File: config.mk
export PLATFORM = sky130hd
export DESIGN_NAME = led_pwm_ctrl
export DESIGN_NICKNAME = d
export VERILOG_FILES = /design/src/rtl/led_pwm_pkg.sv /design/src/rtl/led_pwm_timebase.sv /design/src/rtl/led_pwm_ctrl.sv
export SDC_FILE = /design/constraint.sdc
export NUM_CORES = 1
export LEC_CHECK = 0
export CORE_ASPECT_RATIO = 2
export CORE_MARGIN = 3
export CORE_UTILIZATION = 25
export CTS_BUF_LIST = sky130_fd_sc_hd__clkbuf_4 sky130_fd_sc_hd__clkbuf_8 sky130_fd_sc_hd__clkbuf_16
export CTS_CLUSTER_SIZE = 24
export DETAILED_ROUTE_END_ITERATION = 16
export GPL_TIMING_DRIVEN = 0
export PLACE_DENSITY_LB_ADDON = 0.08
export SKIP_CTS_REPAIR_TIMING = 1
export SYNTH_ARGS = -nofsm -noshare
export SYNTH_HDL_FRONTEND = slang
export SYNTH_SLANG_ARGS = --single-unit
File: constraint.sdc
create_clock -name clk -period 2.3 [get_ports clk]
set_clock_uncertainty 0.05 [all_clocks]
set_input_delay 0.23 -clock clk [delete_from_list [all_inputs] [get_ports clk]]
set_output_delay 0.23 -clock clk [all_outputs]
set_load 0.05 [all_outputs]
File: src/rtl/led_pwm_pkg.sv
// Shared constants and types for the LED PWM brightness controller.
// Used by led_pwm_timebase and led_pwm_ctrl.
package led_pwm_pkg;

  localparam int NUM_LEDS  = 16;
  localparam int BRIGHT_W  = 4;
  localparam int PHASE_W   = 4;
  localparam int PWM_STEPS = 15;

  typedef enum logic [1:0] {
    REG_CTRL      = 2'd0,
    REG_BRIGHT_LO = 2'd1,
    REG_BRIGHT_HI = 2'd2,
    REG_STATUS    = 2'd3
  } reg_addr_t;

  localparam int CTRL_EN_BIT      = 0;
  localparam int CTRL_BREATHE_BIT = 1;

  typedef logic [BRIGHT_W-1:0] bright_t;

  function automatic bright_t bright_min(input bright_t a, input bright_t b);
    return (a < b) ? a : b;
  endfunction

endpackage

File: src/rtl/led_pwm_timebase.sv
// PWM timebase: prescaler plus a 0..PWM_STEPS-1 phase counter.
// step pulses once every PRESCALE clocks; period_end marks the step that wraps phase to 0.
module led_pwm_timebase
  import led_pwm_pkg::*;
#(
  parameter int PRESCALE = 64
) (
  input  logic               clk,
  input  logic               resetn,
  output logic [PHASE_W-1:0] phase,
  output logic               step,
  output logic               period_end
);

  localparam int                 CNT_W      = (PRESCALE > 1) ? $clog2(PRESCALE) : 1;
  localparam logic [CNT_W-1:0]   CNT_LOAD   = CNT_W'(PRESCALE - 1);
  localparam logic [PHASE_W-1:0] PHASE_LAST = PHASE_W'(PWM_STEPS - 1);

  // cnt holds the clocks remaining before the next step; terminal count is zero
  logic [CNT_W-1:0] cnt;

  assign step       = (cnt == '0);
  assign period_end = step && (phase == PHASE_LAST);

  always_ff @(posedge clk or negedge resetn) begin
    if (!resetn) begin
      cnt   <= CNT_LOAD;
      phase <= '0;
    end else begin
      if (step) begin
        cnt   <= CNT_LOAD;
        phase <= period_end ? '0 : phase + 1'b1;
      end else begin
        cnt   <= cnt - 1'b1;
      end
    end
  end

endmodule

File: src/rtl/led_pwm_ctrl.sv
// Memory-mapped per-LED PWM brightness controller for 16 board LEDs.
// Optional breathing fade is compiled in with LED_PWM_BREATHE_EN.
module led_pwm_ctrl
  import led_pwm_pkg::*;
#(
  parameter int      PRESCALE     = 64,
  parameter bright_t RESET_BRIGHT = 4'hF
) (
  input  logic                clk,
  input  logic                resetn,
  input  logic                wr_en,
  input  logic                rd_en,
  input  logic [1:0]          addr,
  input  logic [31:0]         wdata,
  output logic [31:0]         rdata,
  input  logic [NUM_LEDS-1:0] leds_i,
  output logic [NUM_LEDS-1:0] leds_o
);

  logic                               en;
  logic [NUM_LEDS-1:0][BRIGHT_W-1:0] bright;
  logic [NUM_LEDS-1:0][BRIGHT_W-1:0] eff_bright;
  logic [PHASE_W-1:0]                 phase;
  logic                               step;
  logic                               period_end;
  logic [BRIGHT_W-1:0]                fade_lvl;
  logic                               breathe_rd;
  logic [31:0]                        rd_mux;
  logic [NUM_LEDS-1:0]                lit;
  logic                               unused_step;

  led_pwm_timebase #(
    .PRESCALE (PRESCALE)
  ) u_timebase (
    .clk        (clk),
    .resetn     (resetn),
    .phase      (phase),
    .step       (step),
    .period_end (period_end)
  );

  assign unused_step = step;

  always_ff @(posedge clk or negedge resetn) begin
    if (!resetn) begin
      en     <= 1'b1;
      bright <= {NUM_LEDS{RESET_BRIGHT}};
    end else if (wr_en) begin
      case (addr)
        REG_CTRL:      en            <= wdata[CTRL_EN_BIT];
        REG_BRIGHT_LO: bright[7:0]   <= wdata;
        REG_BRIGHT_HI: bright[15:8]  <= wdata;
        default:       ;
      endcase
    end
  end

`ifdef LED_PWM_BREATHE_EN
  logic    breathe;
  bright_t fade;
  logic    fade_up;

  // fade holds each level for one full PWM period, ping-ponging 0..15..0
  always_ff @(posedge clk or negedge resetn) begin
    if (!resetn) begin
      breathe <= 1'b0;
      fade    <= '0;
      fade_up <= 1'b1;
    end else begin
      if (wr_en && (addr == REG_CTRL))
        breathe <= wdata[CTRL_BREATHE_BIT];
      if (breathe && period_end) begin
        if (fade_up) begin
          if (fade == '1) begin
            fade_up <= 1'b0;
            fade    <= fade - 1'b1;
          end else begin
            fade    <= fade + 1'b1;
          end
        end else begin
          if (fade == '0) begin
            fade_up <= 1'b1;
            fade    <= fade + 1'b1;
          end else begin
            fade    <= fade - 1'b1;
          end
        end
      end
    end
  end

  always_comb begin
    eff_bright = bright;
    if (breathe) begin
      for (int n = 0; n < NUM_LEDS; n++)
        eff_bright[n] = bright_min(bright[n], fade);
    end
  end

  assign fade_lvl   = fade;
  assign breathe_rd = breathe;
`else
  logic unused_period_end;

  assign unused_period_end = period_end;
  assign eff_bright        = bright;
  assign fade_lvl          = '0;
  assign breathe_rd        = 1'b0;
`endif

  always_comb begin
    rd_mux = '0;
    case (addr)
      REG_CTRL: begin
        rd_mux[CTRL_EN_BIT]      = en;
        rd_mux[CTRL_BREATHE_BIT] = breathe_rd;
      end
      REG_BRIGHT_LO: rd_mux      = bright[7:0];
      REG_BRIGHT_HI: rd_mux      = bright[15:8];
      REG_STATUS:    rd_mux[7:0] = {fade_lvl, phase};
      default:       rd_mux      = '0;
    endcase
  end

  // rd_mux samples pre-edge state, so a same-cycle write is not yet visible
  always_ff @(posedge clk or negedge resetn) begin
    if (!resetn)
      rdata <= '0;
    else if (rd_en)
      rdata <= rd_mux;
  end

  always_comb begin
    lit = '0;
    for (int n = 0; n < NUM_LEDS; n++)
      lit[n] = en & leds_i[n] & (phase < eff_bright[n]);
  end

  always_ff @(posedge clk or negedge resetn) begin
    if (!resetn)
      leds_o <= '0;
    else
      leds_o <= lit;
  end

endmodule
==> results of run 1 <==
==> synth_stat cells (all sizes together) <==
| cell | number |
|---|---|
| a211oi | 16 |
| a21oi | 3 |
| a222oi | 4 |
| a22oi | 28 |
| a31oi | 2 |
| buf | 7 |
| clkbuf | 19 |
| dfrtp | 52 |
| dfstp | 71 |
| ha | 56 |
| inv | 86 |
| mux2 | 68 |
| nand2 | 26 |
| nand2b | 18 |
| nor2 | 17 |
| nor3 | 2 |
| o21a | 16 |
| o21ai | 17 |
| o22ai | 32 |
| o31ai | 2 |
| o41ai | 2 |
| or2 | 1 |
| or3 | 1 |
| xnor2 | 2 |
| xor2 | 1 |
==> cells by family (layout without fill, tap and decap cells) <==
logic type,count (synthesis),after routing,synth area share
AO/OA/AOI/OAI,122,122,0.135
XOR/XNOR,3,3,0.00421
adder cells (fa/ha/maj),56,56,0.112
buffers and inverters,112,246,0.0697
flip-flops,123,123,0.507
multiplexers,68,68,0.124
AND/OR/NAND/NOR,65,65,0.0483
==> final cells by class <==
| cell class | count | area [um^2] | share of cell area |
|---|---|---|---|
| Buffer | 26 | 114 | 0.0137 |
| Sequential cell | 123 | 3170 | 0.381 |
| Clock buffer | 20 | 448 | 0.0538 |
| Multi-Input combinational cell | 314 | 2650 | 0.318 |
| Tap cell | 332 | 415 | 0.0499 |
| Clock inverter | 12 | 173 | 0.0207 |
| Timing Repair Buffer | 102 | 1040 | 0.125 |
| Inverter | 86 | 323 | 0.0388 |
==> through the flow <==
step,util,cells
5_1_grt,0.339,1015
6_report,0.339,1015
2_1_floorplan,-,549
4_1_cts,0.339,1014
3_3_place_gp,0.312,981
3_5_place_dp,0.314,982
==> how the worst max path moves through the flow <==
stage | cells after the start | slack, ns | from | to
floorplan | 4 | 0.70 | u_timebase.phase[1] | u_timebase.phase[3]
global placement | 1 | -4.01 | resetn | rdata[21]
detailed placement | 7 | -0.22 | addr[0] | rdata[6]
CTS | 5 | -0.15 | en | leds_o[8]
global route | 3 | 0.08 | u_timebase.phase[2] | u_timebase.phase[3]
finish | 5 | 0.23 | en | leds_o[6]
==> power by group <==
group / leakage (nW) / switching [mW] / internal (mW)
Combinational: 1.88 / 0.861 / 0.626
Sequential: 1.44 / 0.212 / 2.64
Clock: 0.304 / 1.03 / 1.84
==> registers in the layout, summed over array words and instances, names as in the netlist <==
register / count
leds_o: 16
bright: 64
u_timebase.phase: 4
en: 1
rdata: 32
u_timebase.cnt: 6
==> metal layers <==
metal	wire length (um)	global-route usage	up-vias
met5	0	0	-
met4	272	0.0484	0
met3	567	0.0346	15
met2	10700	0.278	92
met1	7630	0.158	2309
li1	-	-	2164
==> worst max-delay path: stages, from the launching register on <==
cell and delay [ns]:
dfstp_2 0.51, clkbuf_1 0.60, clkbuf_2 0.46, nand2_1 0.10, nor2_1 0.12, o21a_1 0.15
==> flow_summary.ini, run 1 <==
[critical_path]
cp-end-kind = register
crit_type = reg -> reg
cp_max_fo = 10
r2r_cells = 5
r2r_setup_slack_ns = 0.23
cp.arrival_ns = 2.38
reg2reg_to = leds_o[6]
required_ns = 2.61
rr_startpoint = en
cp-start-kind = register

[timing]
fin_crit_sh = 0.899
min_period_ns = 2.07
relSlewSlack = 0.314
hold_slack_ns = 0.172
worstMarginPinSlew_ns = 1.03
tns_ns = 0
hold_viol_final = 0
fmax_mhz = 484
fin_ws_ns = 0.233
rsz0062_at_grt = no
setup_violations = 0
maxSlewViolCount = 0

[power]
finalPower_mw = 7.21
powerDensity_nw_per_um2 = 866
ir_drop_mv = 0.309
p_leak_nw = 3.62

[place]
dpl_cell_area_um2 = 7690
dpl.hpwl_mm = 13.6
gp_congestion = 0.751
io_buffers = 100
dpl_worst_slack_ns = -0.216

[floorplanning]
dieArea_um2 = 27000
fp.dieH_um = 230
rows = 81
core_um2 = 24500
fp.dieW_um = 118
initial_core_util = 0.255
ios = 102

[logic_synthesis]
yosys_warnings = 0
synthesis.nets = 659
synth.area.top_cells = dfstp_2, dfrtp_1, mux2_2
netlist_instances = 549
synth_top_area_frac = 0.299
synth_top_area_cell = dfstp_2
ys_ff_latch = 123
synth.avg_cell_area_um2 = 11.4
ys_types = 28
syn-cell-area_um2 = 6250
yosysSeqAreaShare = 0.507

[drt]
vias = 4580
drcViolationCount = 0
firstDrtPassIters = 5
detail_route.wl_per_cell_um = 18.9
finalWirelength_mm = 19.2
drtAntennaViolNets = 0
drt_iter0_drc = 165
vias_per_cell = 4.51

[layout]
fin_nets = 780
drive_gt1_frac = 0.269
fill_cells = 2573
syn_to_final_growth_pct = 33.3
diodes = 0
layout_commonest_cell = clkdlybuf4s50_1
final_cell_mix = clkdlybuf4s50_1, inv_1, dfstp_2
finalInstanceArea_um2 = 8330

[clock_network]
max-clock-path-buffers = 2
ctsHtreeMaxLevel = 4
clk_pin_slew_ns = 0.06
root_buffer = clkbuf_16
tritoncts = built
clk_latency_ns = 0.43
cts_sinks = 123
cts_buffers = 17

[outcome]
status = finished clean

[grt]
grt_pass1_wl_mm = 29.4
grt_use_total = 0.147
grt_pass1_vias = 5029
grt-ovfl-total = 0
grt_max_degree = 98
antenna_found_initial = 0

[hold_path]
min_from = rd_en
hold_end = rdata[12]
whs_path_depth = 2
hold_class = in -> reg

[job]
drv_cap = 0
Power figures use the tool's default switching activity.
==> run 2, diff against run 1 <==
--- a/config.mk
+++ b/config.mk
@@ -5,6 +5,7 @@
 export SDC_FILE = /design/constraint.sdc
 export NUM_CORES = 1
 export LEC_CHECK = 0
+export ABC_CLOCK_PERIOD_IN_PS = 2300
 export CORE_ASPECT_RATIO = 2
 export CORE_MARGIN = 3
 export CORE_UTILIZATION = 25
@@ -17,3 +18,4 @@
 export SYNTH_ARGS = -nofsm -noshare
 export SYNTH_HDL_FRONTEND = slang
 export SYNTH_SLANG_ARGS = --single-unit
+export TNS_END_PERCENT = 30
==> results of run 2 <==
Same layout as run 1: the final DEF is identical, and so are final timing and power.
==> run 3, diff against run 2 <==
--- a/config.mk
+++ b/config.mk
@@ -14,6 +14,7 @@
 export DETAILED_ROUTE_END_ITERATION = 16
 export GPL_TIMING_DRIVEN = 0
 export PLACE_DENSITY_LB_ADDON = 0.08
+export RECOVER_POWER = 100
 export SKIP_CTS_REPAIR_TIMING = 1
 export SYNTH_ARGS = -nofsm -noshare
 export SYNTH_HDL_FRONTEND = slang
==> run 3 against run 2 <==
- via count decreased by 0.90%
- setup slack improved by 0.0036 ns
- first-iteration DRC count increased by 1.8%
- critical endpoint unchanged
- worst hold slack improved by 0.0021 ns
- utilization decreased by 0.061 points
- critical path depth unchanged
==> flow_summary.ini, run 3 (synthesis results as in run 1) <==
[outcome]
status = finished clean

[layout]
syn_to_final_growth_pct = 33.0
layout_commonest_cell = inv_1
largest-register = bright
diodes = 0
largest_register_ffs = 64
final_cell_mix = inv_1, dfstp_2, mux2_2
drive_gt1_frac = 0.264
finalInstanceArea_um2 = 8310
fill_cells = 2578
final_util = 0.339
reg_top3 = bright (64), rdata (32), leds_o (16)
fin_nets = 780
stdcell_count = 1015

[place]
io_buffers = 100
dpl_cell_area_um2 = 7690
gp_congestion = 0.751
place_inst = 982
dpl.hpwl_mm = 13.6

[power]
combPwrFrac = 0.202
p_clk_frac = 0.400
swShare = 0.292
p_leak_nw = 3.73
powerDensity_nw_per_um2 = 863
ir_drop_mv = 0.311
seq_power_share = 0.398
internal-power_mw = 5.07
p_sw_mw = 2.10

[clock_network]
cts_sinks = 123
ctsHtreeMaxLevel = 4
cts_buffers = 17
root_buffer = clkbuf_16
clk_latency_ns = 0.43
max-clock-path-buffers = 2
clk_pin_slew_ns = 0.06
tritoncts = built

[job]
drv_cap = 0

[floorplanning]
initial_core_util = 0.255
fp.dieW_um = 118
core_um2 = 24500
fp.dieH_um = 230
rows = 81
dieArea_um2 = 27000
ios = 102

[drt]
drcViolationCount = 0
drtAntennaViolNets = 0
vias_per_cell = 4.47
vias = 4539
drt_iter0_drc = 168
finalWirelength_mm = 19.1
firstDrtPassIters = 4
detail_route.wl_per_cell_um = 18.8

[hold_path]
hold_class = in -> reg

[critical_path]
cp-start-kind = register
crit_chain = clkbuf_1 > clkbuf_2 > nand2_1 > nor2_1 > o21a_1
crit_type = reg -> reg
cpPeakStageDelay_ns = 0.59
cp.arrival_ns = 2.38
critical-path-slowest-cell = clkbuf_1
cp_max_fo = 10
cp-end-kind = register
required_ns = 2.62

[grt]
grt_pass1_vias = 5029
grt-ovfl-total = 0
antenna_found_initial = 0
grt_max_degree = 98
grt_pass1_wl_mm = 29.4
grt_use_total = 0.147

[timing]
min_period_ns = 2.06
fin_crit_sh = 0.897
tns_ns = 0
relSlewSlack = 0.328
setup_violations = 0
maxSlewViolCount = 0
fmax_mhz = 485
rsz0062_at_grt = no
hold_viol_final = 0
worstMarginPinSlew_ns = 1.01
==> run 3: final timing paths <==
path | from | slack [ns] | end | depth (start not counted)
max in group asynchronous | resetn | 1.21 | bright[60] | 3
worst max register to register | en | 0.24 | leds_o[6] | 5
worst max-delay path | en | 0.24 | leds_o[6] | 5
worst min register to register | u_timebase.cnt[4] | 0.45 | u_timebase.cnt[4] | 1
min in group asynchronous | resetn | 0.18 | leds_o[1] | 2
worst min-delay path | rd_en | 0.17 | rdata[12] | 2
==> run 3: area by class of cell <==
| cell class | instances | area (um^2) | area share |
|---|---|---|---|
| flip-flops and latches | 123 | 3170 | 0.381 |
| clock buffers | 20 | 448 | 0.0539 |
| multi-input cells | 314 | 2640 | 0.317 |
| well taps | 332 | 415 | 0.0500 |
| inverters | 86 | 323 | 0.0388 |
| clock inverters | 12 | 173 | 0.0208 |
| repair buffers | 102 | 1040 | 0.125 |
| plain buffers | 26 | 106 | 0.0128 |
==> run 3: worst max-delay path: cells and delay by family, from the launching register on <==
family | cells | cell delay, ns
AND/OR/NAND/NOR | 2 | 0.22
buffers and inverters | 2 | 1.05
AO/OA/AOI/OAI | 1 | 0.15
flip-flops | 1 | 0.51
==> run 3: metal layers <==
layer,up-vias,global-route usage,share of wire
met3,18,0.0346,0.031
met2,87,0.278,0.56
met5,-,0,0
li1,2164,-,-
met4,0,0.0484,0.014
met1,2270,0.158,0.40
==> run 3: power by group through the flow <==
stage                     clock (mW)  combinational (mW)  sequential, mW
final                           2.87                1.45            2.85
after CTS                       2.95                1.52            2.86
after detailed placement           0                1.51            2.89
after global placement             0                1.49            2.88
after global routing            3.04                1.59            2.90
after floorplan                    0               0.608            3.17
==> run 3: per-stage QoR <==
| step | hold slack [ns] | power, mW | setup WS, ns |
|---|---|---|---|
| floorplan | -0.116 | 3.78 | 0.697 |
| global placement | 0.396 | 4.37 | -4.01 |
| detailed placement | 0.0710 | 4.40 | -0.216 |
| CTS | -0.397 | 7.33 | -0.152 |
| global route | 0.212 | 7.53 | 0.0818 |
| finish | 0.174 | 7.17 | 0.237 |
